File: src/rtl/instruc_loader_if.sv
// Byte-in / instruction-out bundle between the UART receiver, instruc_loader and memory_instruc.
interface instruc_loader_if #(
   parameter int SIZE_ADDR_PC = 32,
   parameter int SIZE_BYTE    = 8
);
   logic                    i_load_start;
   logic [SIZE_BYTE-1:0]    i_rx_data;
   logic                    i_rx_done;
   logic [SIZE_ADDR_PC-1:0] o_instruction_address;
   logic [SIZE_ADDR_PC-1:0] o_instruction;
   logic                    o_flag_write_intruc;
   logic                    o_busy;
   logic                    o_load_done;

   modport master (
      output i_load_start, i_rx_data, i_rx_done,
      input  o_instruction_address, o_instruction, o_flag_write_intruc, o_busy, o_load_done
   );

   modport slave (
      input  i_load_start, i_rx_data, i_rx_done,
      output o_instruction_address, o_instruction, o_flag_write_intruc, o_busy, o_load_done
   );
endinterface

File: src/rtl/instruc_loader.sv
// Packs UART bytes big-endian into instruction words and writes them to memory_instruc
// until the HALT word or the last memory word has been written.
//
// state | meaning
// IDLE  | waiting for i_load_start, bytes ignored
// RECV  | collecting bytes of the current word
// WRITE | one-cycle write strobe for the assembled word
// DONE  | session finished, o_load_done held until next start
module instruc_loader #(
   parameter int                      SIZE_ADDR_PC    = 32,
   parameter int                      SIZE_BYTE       = 8,
   parameter int                      MEM_DEPTH_WORDS = 64,
   parameter logic [SIZE_ADDR_PC-1:0] HALT_INSTR      = 32'hFFFF_FFFF
) (
   input logic                i_clk,
   input logic                i_reset,
   instruc_loader_if.slave    bus
);
   localparam int BYTES_PER_WORD = SIZE_ADDR_PC / SIZE_BYTE;
   localparam int CNT_W          = $clog2(BYTES_PER_WORD);
   localparam int SH_W           = SIZE_ADDR_PC - SIZE_BYTE;
   localparam logic [CNT_W-1:0]        LAST_CNT  = CNT_W'(BYTES_PER_WORD - 1);
   localparam logic [SIZE_ADDR_PC-1:0] ADDR_STEP = SIZE_ADDR_PC'(4);
   localparam logic [SIZE_ADDR_PC-1:0] LAST_ADDR = SIZE_ADDR_PC'(4 * (MEM_DEPTH_WORDS - 1));

   typedef enum logic [1:0] {ST_IDLE, ST_RECV, ST_WRITE, ST_DONE} state_t;

   state_t                  state_q, state_d;
   logic [SIZE_ADDR_PC-1:0] addr_q, addr_d;
   logic [CNT_W-1:0]        cnt_q, cnt_d;
   logic [SH_W-1:0]         sh_q, sh_d;
   logic [SIZE_ADDR_PC-1:0] out_addr_q, out_addr_d;
   logic [SIZE_ADDR_PC-1:0] instr_q, instr_d;
   logic                    wr_q, wr_d;
   logic                    busy_q, busy_d;
   logic                    done_q, done_d;
   logic [SH_W-1:0]         sh_shifted;

   // Only the first three bytes are held here; the fourth goes straight into instr.
   assign sh_shifted = {sh_q[SH_W-SIZE_BYTE-1:0], bus.i_rx_data};

   always_ff @(posedge i_clk or negedge i_reset) begin
      if (!i_reset) begin
         state_q    <= ST_IDLE;
         addr_q     <= '0;
         cnt_q      <= '0;
         sh_q       <= '0;
         out_addr_q <= '0;
         instr_q    <= '0;
         wr_q       <= 1'b0;
         busy_q     <= 1'b0;
         done_q     <= 1'b0;
      end else begin
         state_q    <= state_d;
         addr_q     <= addr_d;
         cnt_q      <= cnt_d;
         sh_q       <= sh_d;
         out_addr_q <= out_addr_d;
         instr_q    <= instr_d;
         wr_q       <= wr_d;
         busy_q     <= busy_d;
         done_q     <= done_d;
      end
   end

   always_comb begin
      state_d    = state_q;
      addr_d     = addr_q;
      cnt_d      = cnt_q;
      sh_d       = sh_q;
      out_addr_d = out_addr_q;
      instr_d    = instr_q;
      wr_d       = 1'b0;
      case (state_q)
         ST_IDLE, ST_DONE: begin
            if (bus.i_load_start) begin
               state_d = ST_RECV;
               addr_d  = '0;
               cnt_d   = '0;
            end
         end
         ST_RECV: begin
            if (bus.i_rx_done) begin
               if (cnt_q == LAST_CNT) begin
                  state_d    = ST_WRITE;
                  instr_d    = {sh_q, bus.i_rx_data};
                  out_addr_d = addr_q;
                  wr_d       = 1'b1;
                  cnt_d      = '0;
               end else begin
                  sh_d  = sh_shifted;
                  cnt_d = cnt_q + CNT_W'(1);
               end
            end
         end
         ST_WRITE: begin
            // Last memory word doubles as the wrap guard for the address counter.
            if (instr_q == HALT_INSTR || addr_q == LAST_ADDR) begin
               state_d = ST_DONE;
            end else begin
               state_d = ST_RECV;
               addr_d  = addr_q + ADDR_STEP;
               if (bus.i_rx_done) begin
                  sh_d  = sh_shifted;
                  cnt_d = CNT_W'(1);
               end
            end
         end
         default: state_d = ST_IDLE;
      endcase
      busy_d = (state_d == ST_RECV) || (state_d == ST_WRITE);
      done_d = (state_d == ST_DONE);
   end

   assign bus.o_instruction_address = out_addr_q;
   assign bus.o_instruction         = instr_q;
   assign bus.o_flag_write_intruc   = wr_q;
   assign bus.o_busy                = busy_q;
   assign bus.o_load_done           = done_q;
endmodule

File: src/flat_wrapper.sv
// flat-port wrapper written by rule: the top's interface ports become plain ports
module instruc_loader_flat 
#(
   parameter int                      SIZE_ADDR_PC    = 32,
   parameter int                      SIZE_BYTE       = 8,
   parameter int                      MEM_DEPTH_WORDS = 64,
   parameter logic [SIZE_ADDR_PC-1:0] HALT_INSTR      = 32'hFFFF_FFFF
)
  (i_clk, i_reset, bus_i_load_start, bus_i_rx_data, bus_i_rx_done, bus_o_instruction_address, bus_o_instruction, bus_o_flag_write_intruc, bus_o_busy, bus_o_load_done);
  instruc_loader_if #(.SIZE_ADDR_PC(SIZE_ADDR_PC), .SIZE_BYTE(SIZE_BYTE)) bus_i ();
  input logic i_clk;
  input logic i_reset;
  input wire logic [$bits(bus_i.i_load_start)-1:0] bus_i_load_start;
  input wire logic [$bits(bus_i.i_rx_data)-1:0] bus_i_rx_data;
  input wire logic [$bits(bus_i.i_rx_done)-1:0] bus_i_rx_done;
  output wire logic [$bits(bus_i.o_instruction_address)-1:0] bus_o_instruction_address;
  output wire logic [$bits(bus_i.o_instruction)-1:0] bus_o_instruction;
  output wire logic [$bits(bus_i.o_flag_write_intruc)-1:0] bus_o_flag_write_intruc;
  output wire logic [$bits(bus_i.o_busy)-1:0] bus_o_busy;
  output wire logic [$bits(bus_i.o_load_done)-1:0] bus_o_load_done;
  assign bus_i.i_load_start = bus_i_load_start;
  assign bus_i.i_rx_data = bus_i_rx_data;
  assign bus_i.i_rx_done = bus_i_rx_done;
  assign bus_o_instruction_address = bus_i.o_instruction_address;
  assign bus_o_instruction = bus_i.o_instruction;
  assign bus_o_flag_write_intruc = bus_i.o_flag_write_intruc;
  assign bus_o_busy = bus_i.o_busy;
  assign bus_o_load_done = bus_i.o_load_done;
  instruc_loader #(.SIZE_ADDR_PC(SIZE_ADDR_PC), .SIZE_BYTE(SIZE_BYTE), .MEM_DEPTH_WORDS(MEM_DEPTH_WORDS), .HALT_INSTR(HALT_INSTR)) u_core (.i_clk(i_clk), .i_reset(i_reset), .bus(bus_i));
endmodule
File: config.mk
export PLATFORM = sky130hd
export DESIGN_NAME = instruc_loader_flat
export DESIGN_NICKNAME = d
export VERILOG_FILES = /design/src/rtl/instruc_loader_if.sv /design/src/rtl/instruc_loader.sv /design/src/flat_wrapper.sv
export SDC_FILE = /design/constraint.sdc
export NUM_CORES = 1
export LEC_CHECK = 0
export CAP_MARGIN = 20
export CORE_MARGIN = 1.5
export CORE_UTILIZATION = 50
export CTS_CLUSTER_DIAMETER = 60
export DETAILED_ROUTE_END_ITERATION = 6
export GPL_TIMING_DRIVEN = 0
export HOLD_SLACK_MARGIN = 0.12
export PLACE_DENSITY = 0.72
export SYNTH_ARGS = -nofsm -noshare
export SYNTH_HDL_FRONTEND = slang
export SYNTH_SLANG_ARGS = --single-unit
File: constraint.sdc
create_clock -name i_clk -period 4.7 [get_ports i_clk]
set_input_delay 1.175 -clock i_clk [delete_from_list [all_inputs] [get_ports i_clk]]
set_output_delay 1.175 -clock i_clk [all_outputs]
set_load 0.05 [all_outputs]
==> flow_summary.json, run 1 <==
{
  "post_cts_resized": 0,
  "route.detailed.vias_per_inst": 6.02,
  "async_flop_share": 1.00,
  "globalRouteOverflowTotal": 0,
  "wire_length_of_the_first_global_routing_pass_um": 25300,
  "synth_enable_flop_cells": 0,
  "postRouteAntennaNets": 0,
  "grt.total_usage": 0.260,
  "final.min_clock_period_ns": 3.08,
  "synthesis.area_per_instance_sq_um": 11.5,
  "finish.instance_area_sq_mm": 0.00763,
  "cp-start-kind": "flop",
  "routed_wl_um": 15600,
  "route.detailed.drc": 0,
  "nNetsFinal": 640,
  "share_of_the_yosys_chip_area_belonging_to_registers": 0.509,
  "first_global_vias": 4565,
  "syn_to_final_growth_pct": 26.2,
  "swShare": 0.308,
  "run_status": "finished clean",
  "initial_core_util": 0.521,
  "post_route_cells_drive_above_1_share": 0.229,
  "cts_inserted_buffers": 17,
  "combinationalPowerShare": 0.252,
  "power_leakage_nw": 3.50,
  "via_count": 4674,
  "period_share": 0.655,
  "ios": 79,
  "fin_cells": 776,
  "holdCritPathClass": "flop to flop",
  "die_area_sq_mm": 0.0128,
  "max_cap_violations": 0,
  "count_of_placed_standard_cells_including_taps": 747,
  "postSynthRegisterBits": 123,
  "cp.arrival_ns": 3.38,
  "critPathRequiredTime_ns": 5.00,
  "cts.root.buffer_cell": "clkbuf_16",
  "clock-sinks": 123,
  "yosys-top-cells-area": "dfrtp_1 51%, mux2_2 13%, mux2_4 5.0%",
  "worst_clock_skew_ns": 0.00675,
  "dominantRegCellSynth": "dfrtp_1",
  "clk_pin_slew_ns": 0.05,
  "gp_congestion": 0.909,
  "worst-slew-pin-transition_ns": 0.980,
  "pwr-share-seq": 0.376,
  "synth.yosys.warnings": 0,
  "yosys.area.top_type_share": 0.509,
  "buffer_ports.inserted": 76,
  "max_slew_margin": 0.342,
  "worst-setup-path-type": "flop to flop",
  "cts_setup_buffers": 0,
  "total_power_mw": 3.70,
  "h-tree-depth": 4,
  "achievable-frequency_mhz": 325,
  "total_switching_power_mw": 1.14,
  "core_region_area_sq_mm": 0.0116,
  "cellInternalPower_mw": 2.56,
  "std_cell_rows": 39,
  "dr.pass1.iters": 7,
  "power-per-cell-area_mw_per_mm2": 484,
  "antenna_violations_before_repair": 0,
  "place_hpwl_um": 10500,
  "worst_ir_drop_vdd_v": 0.000355,
  "routed_wl_per_cell_um": 20.1,
  "synthesis.instances": 526,
  "worstSkewPairLatency_ns": 0.42,
  "largest_net_degree_at_the_start_of_global_routing": 83,
  "type_of_destination_of_the_critical_path": "flop",
  "antenna_cells_inserted": 0,
  "placedInstanceArea_sq_mm": 0.00702,
  "synth.cell_area_sq_mm": 0.00605,
  "total_setup_violations_reported_at_the_end_of_the_flow": 0,
  "slew_viol_final": 0,
  "grt_setup_unrepaired": "no",
  "r2r_setup_slack_ns": 1.62,
  "cts_tree": "built",
  "clock_power_share": 0.372,
  "timing.final.hold_violations": 0,
  "timing.critical_path.fanout_max": 10,
  "yosysUniqueCellTypes": 56,
  "die_height_um": 113,
  "die_w_um": 113,
  "cts_max_path_buffers": 2,
  "synthDominantAreaCellType": "dfrtp_1",
  "initialDrtViolationCount": 400,
  "hold_buffers": 0
}
[worst max-delay path: stages, from the launching register on]
cell and delay [ns]:
dfrtp_1 0.42, ha_1 0.28, clkbuf_1 0.33, inv_1 0.26
nor2_1 0.53, clkbuf_1 0.57, nor2_1 0.08, mux2_2 0.29
a22o_1 0.19
[flip-flops by register name, indices dropped and copies added (netlist names)]
signal and cells:
u_core.addr_q 30, u_core.bus.o_flag_write_intruc 1, u_core.bus.o_busy 1, u_core.bus.o_instruction 32
u_core.sh_q 24, u_core.cnt_q 2, u_core.state_q 2, u_core.bus.o_load_done 1
u_core.bus.o_instruction_address 30
[cell usage in the layout (no fill, tap or decap), drive strengths merged, types with 14 or more instances in the layout]
cell and count:
nand2 28, o21ai 28, nor3 14, clkdlybuf4s50 75, nor2 21, buf 18
clkbuf 49, dfrtp 123, mux2 88, nand4 27, nand3 31
[metal layers]
| layer | vias up | part of all wire | global-route usage |
|---|---|---|---|
| li1 | 2140 | - | - |
| met1 | 2327 | 0.46 | 0.370 |
| met2 | 182 | 0.45 | 0.390 |
| met3 | 25 | 0.059 | 0.0498 |
| met4 | 0 | 0.023 | 0.113 |
| met5 | - | 0 | 0 |
[synthesized netlist by cell type, drive strengths merged, types with 5 or more instances]
cell	n
a21oi	6
nand2	28
nor2	21
nor3	14
nand4	27
nand3	31
o21ai	28
buf	16
clkbuf	27
and3	12
dfrtp	123
nor4	12
mux2i	8
and2	7
or3	10
a31oi	6
ha	5
a22o	6
mux2	88
inv	6
o31a	5
[cells by family (layout without fill, tap and decap cells)]
group	after synthesis	in the layout	synth area share
and+or+nand+nor	184	184	0.172
DFF	123	123	0.509
muxes	96	96	0.190
AOI/OAI and AO/OA	67	67	0.0751
buffers and inverters	49	155	0.0422
adders and majority gates	5	5	0.0103
other	1	2	0.000620
xor gates and xnor gates	1	1	0.00145
[per-stage QoR]
stage | TNS [ns] | utilization | setup slack, ns | hold slack [ns]
after floorplan | 0 | - | 2.18 | 0.477
after global placement | -276.69 | 0.602 | -2.26 | 0.480
after detailed placement | 0 | 0.604 | 1.28 | 0.493
after CTS | 0 | 0.657 | 1.68 | 0.505
after global routing | 0 | 0.657 | 1.47 | 0.518
final | 0 | 0.657 | 1.62 | 0.502
[power groups by stage]
stage                     Clock, mW  Combinational [mW]  Sequential (mW)
final                          1.38               0.931             1.39
after global routing           1.45               0.985             1.41
after CTS                      1.39               0.934             1.39
after detailed placement          0               0.925             1.40
after global placement            0               0.900             1.39
after floorplan                   0               0.424             1.58
[path summary, 6_finish.rpt]
path | depth (start not counted) | from | end
min reg2reg | 1 | u_core.bus.o_instruction_address[27] | u_core.bus.o_instruction_address[27]
min | 1 | u_core.bus.o_instruction_address[27] | u_core.bus.o_instruction_address[27]
max | 8 | u_core.state_q[1] | u_core.addr_q[2]
max in group asynchronous | 2 | i_reset | u_core.bus.o_load_done
max reg2reg | 8 | u_core.state_q[1] | u_core.addr_q[2]
min in group asynchronous | 1 | i_reset | u_core.bus.o_instruction_address[15]
[area by class of cell]
class / instances / area [sq um]
Clock inverter: 7 / 140
Clock buffer: 22 / 474
Multi-Input combinational cell: 355 / 2720
Inverter: 6 / 22.5
Tap cell: 143 / 179
Sequential cell: 123 / 3080
Fill cell: 928 / 3980
Buffer: 43 / 233
Timing Repair Buffer: 77 / 790
(Power assumes the default switching activity.)
==> run 2: changes to the inputs <==
--- a/config.mk
+++ b/config.mk
@@ -12,7 +12,7 @@
 export DETAILED_ROUTE_END_ITERATION = 6
 export GPL_TIMING_DRIVEN = 0
 export HOLD_SLACK_MARGIN = 0.12
-export PLACE_DENSITY = 0.72
+export PLACE_DENSITY = 0.75
 export SYNTH_ARGS = -nofsm -noshare
 export SYNTH_HDL_FRONTEND = slang
 export SYNTH_SLANG_ARGS = --single-unit
==> constraint.sdc (replaced) <==
create_clock -name i_clk -period 2.7 [get_ports i_clk]
set_input_delay 0.675 -clock i_clk [delete_from_list [all_inputs] [get_ports i_clk]]
set_output_delay 0.675 -clock i_clk [all_outputs]
set_load 0.05 [all_outputs]
==> flow_summary.json, run 2 (synthesized netlist as in run 1, its figures left out) <==
{
  "die_area_sq_mm": 0.0128,
  "total_setup_violations_reported_at_the_end_of_the_flow": 0,
  "hold_buffers": 0,
  "cts_tree": "built",
  "clk_pin_slew_ns": 0.06,
  "max_slew_margin": 0.424,
  "largest_net_degree_at_the_start_of_global_routing": 80,
  "cts.root.buffer_cell": "clkbuf_16",
  "cts_inserted_buffers": 17,
  "pre_cts_slack_ns": -0.189,
  "ios": 79,
  "num-fill-cells": 921,
  "grt_setup_unrepaired": "no",
  "routedLengthMet1_um": 6820,
  "initial_core_util": 0.521,
  "worst-setup-path-type": "flop to flop",
  "timing.critical_path.fanout_max": 10,
  "commonest_non_fill_non_tap_cells_in_the_layout": "123 x dfrtp_1, 75 x clkdlybuf4s50_1, 68 x mux2_2, 31 x nand3_1, 28 x nand2_1",
  "cell_breakdown_of_the_critical_path": "ha_1 -> and4_1 -> nand4_1 -> o22a_1 -> buf_2 -> clkbuf_1 -> a31oi_1 -> a41oi_1 -> o21ai_0",
  "run_status": "finished clean",
  "worst-slew-pin-transition_ns": 0.859,
  "critPathRequiredTime_ns": 2.99,
  "cts_max_path_buffers": 2,
  "count_of_placed_standard_cells_including_taps": 747,
  "buffer_ports.inserted": 76,
  "core_region_area_sq_mm": 0.0116,
  "achievable-frequency_mhz": 394,
  "antenna_cells_inserted": 0,
  "post_route_cells_drive_above_1_share": 0.245,
  "antenna_violations_before_repair": 0,
  "timing.final.hold_violations": 0,
  "place_hpwl_um": 10300,
  "die_height_um": 113,
  "std_cell_rows": 39,
  "wire_length_of_the_first_global_routing_pass_um": 24800,
  "worst_clock_skew_ns": 0.00826,
  "power_leakage_nw": 3.51,
  "slew_viol_final": 0,
  "nNetsFinal": 641,
  "gp_congestion": 0.903,
  "postRouteAntennaNets": 0,
  "fin_cells": 780,
  "syn_to_final_growth_pct": 26.5,
  "cp.arrival_ns": 2.82,
  "max_reg_flops": 32,
  "period_share": 0.940,
  "finish.instance_area_sq_mm": 0.00765,
  "postLayoutCoreUtil": 0.658,
  "cp-start-kind": "flop",
  "route.detailed.vias_per_inst": 6.04,
  "route.met3.wl_um": 982,
  "globalRouteOverflowTotal": 0,
  "route.detailed.drc": 0,
  "power-per-cell-area_mw_per_mm2": 830,
  "first_global_vias": 4699,
  "cpMaxStageDelayCell": "dfrtp_1",
  "r2r_setup_slack_ns": 0.16,
  "highest_layer": "met4",
  "final.min_clock_period_ns": 2.54,
  "grt.total_usage": 0.251,
  "dr.pass1.iters": 5,
  "tns_ns": 0,
  "routed_wl_um": 15200,
  "multi_input_comb_area_sq_mm": 0.00273,
  "critical_path.reg2reg.endpoint": "u_core.cnt_q[1]",
  "initialDrtViolationCount": 401,
  "route.met2.wl_um": 7050,
  "routed_wl_per_cell_um": 19.4,
  "rr_startpoint": "u_core.addr_q[2]",
  "h-tree-depth": 4,
  "die_w_um": 113,
  "path_delay_family": "buffers and inverters",
  "clock-sinks": 123,
  "mostFrequentLayoutCell": "dfrtp_1",
  "worst_ir_drop_vdd_v": 0.000596,
  "reg2reg_depth": 9,
  "total_power_mw": 6.35,
  "holdCritPathClass": "primary input to async pin",
  "placedInstanceArea_sq_mm": 0.00702,
  "final.setup.worst_slack_ns": 0.163,
  "max_cap_violations": 0,
  "worstSkewPairLatency_ns": 0.42,
  "slowest_delay_ns": 0.47,
  "type_of_destination_of_the_critical_path": "flop",
  "fin_worst_hold_slack_ns": 0.181,
  "via_count": 4710,
  "cp.buffers_inverters": 2,
  "final-seq-area_sq_mm": 0.00308
}
run 2: repair_timing:
action                                  CTS  global route
setup buffers                             0             2
gates resized for setup                   3             4
endpoints found under the setup margin   15            29
pin swaps                                 0             1
run 2: worst max-delay path by stage:
stage / startpoint / cells past startpoint / slack (ns) / end
finish: u_core.addr_q[2] / 9 / 0.16 / u_core.cnt_q[1]
global route: u_core.addr_q[2] / 9 / 0.05 / u_core.addr_q[27]
CTS: u_core.addr_q[2] / 9 / 0.08 / u_core.addr_q[27]
detailed placement: u_core.state_q[1] / 8 / -0.19 / u_core.addr_q[7]
global placement: i_reset / 1 / -3.72 / u_core.bus.o_instruction[0]
floorplan: u_core.bus.o_instruction[23] / 8 / 0.18 / u_core.sh_q[10]
run 2: report_power, final:
part | total (mW) | switching (mW) | internal (mW)
Clock | 2.32 | 0.861 | 1.46
Sequential | 2.41 | 0.253 | 2.16
Combinational | 1.61 | 0.914 | 0.699
run 2: final cells by class:
cell class,count,area share
Sequential cell,123,0.403
Multi-Input combinational cell,355,0.357
Timing Repair Buffer,79,0.105
Clock buffer,19,0.0566
Buffer,42,0.0304
Tap cell,143,0.0234
Clock inverter,13,0.0221
Inverter,6,0.00295
run 2: routing by layer:
| layer | vias to the layer above | GRT usage |
|---|---|---|
| li1 | 2140 | - |
| met1 | 2336 | 0.348 |
| met2 | 198 | 0.386 |
| met3 | 36 | 0.0589 |
| met4 | 0 | 0.0958 |
| met5 | - | 0 |
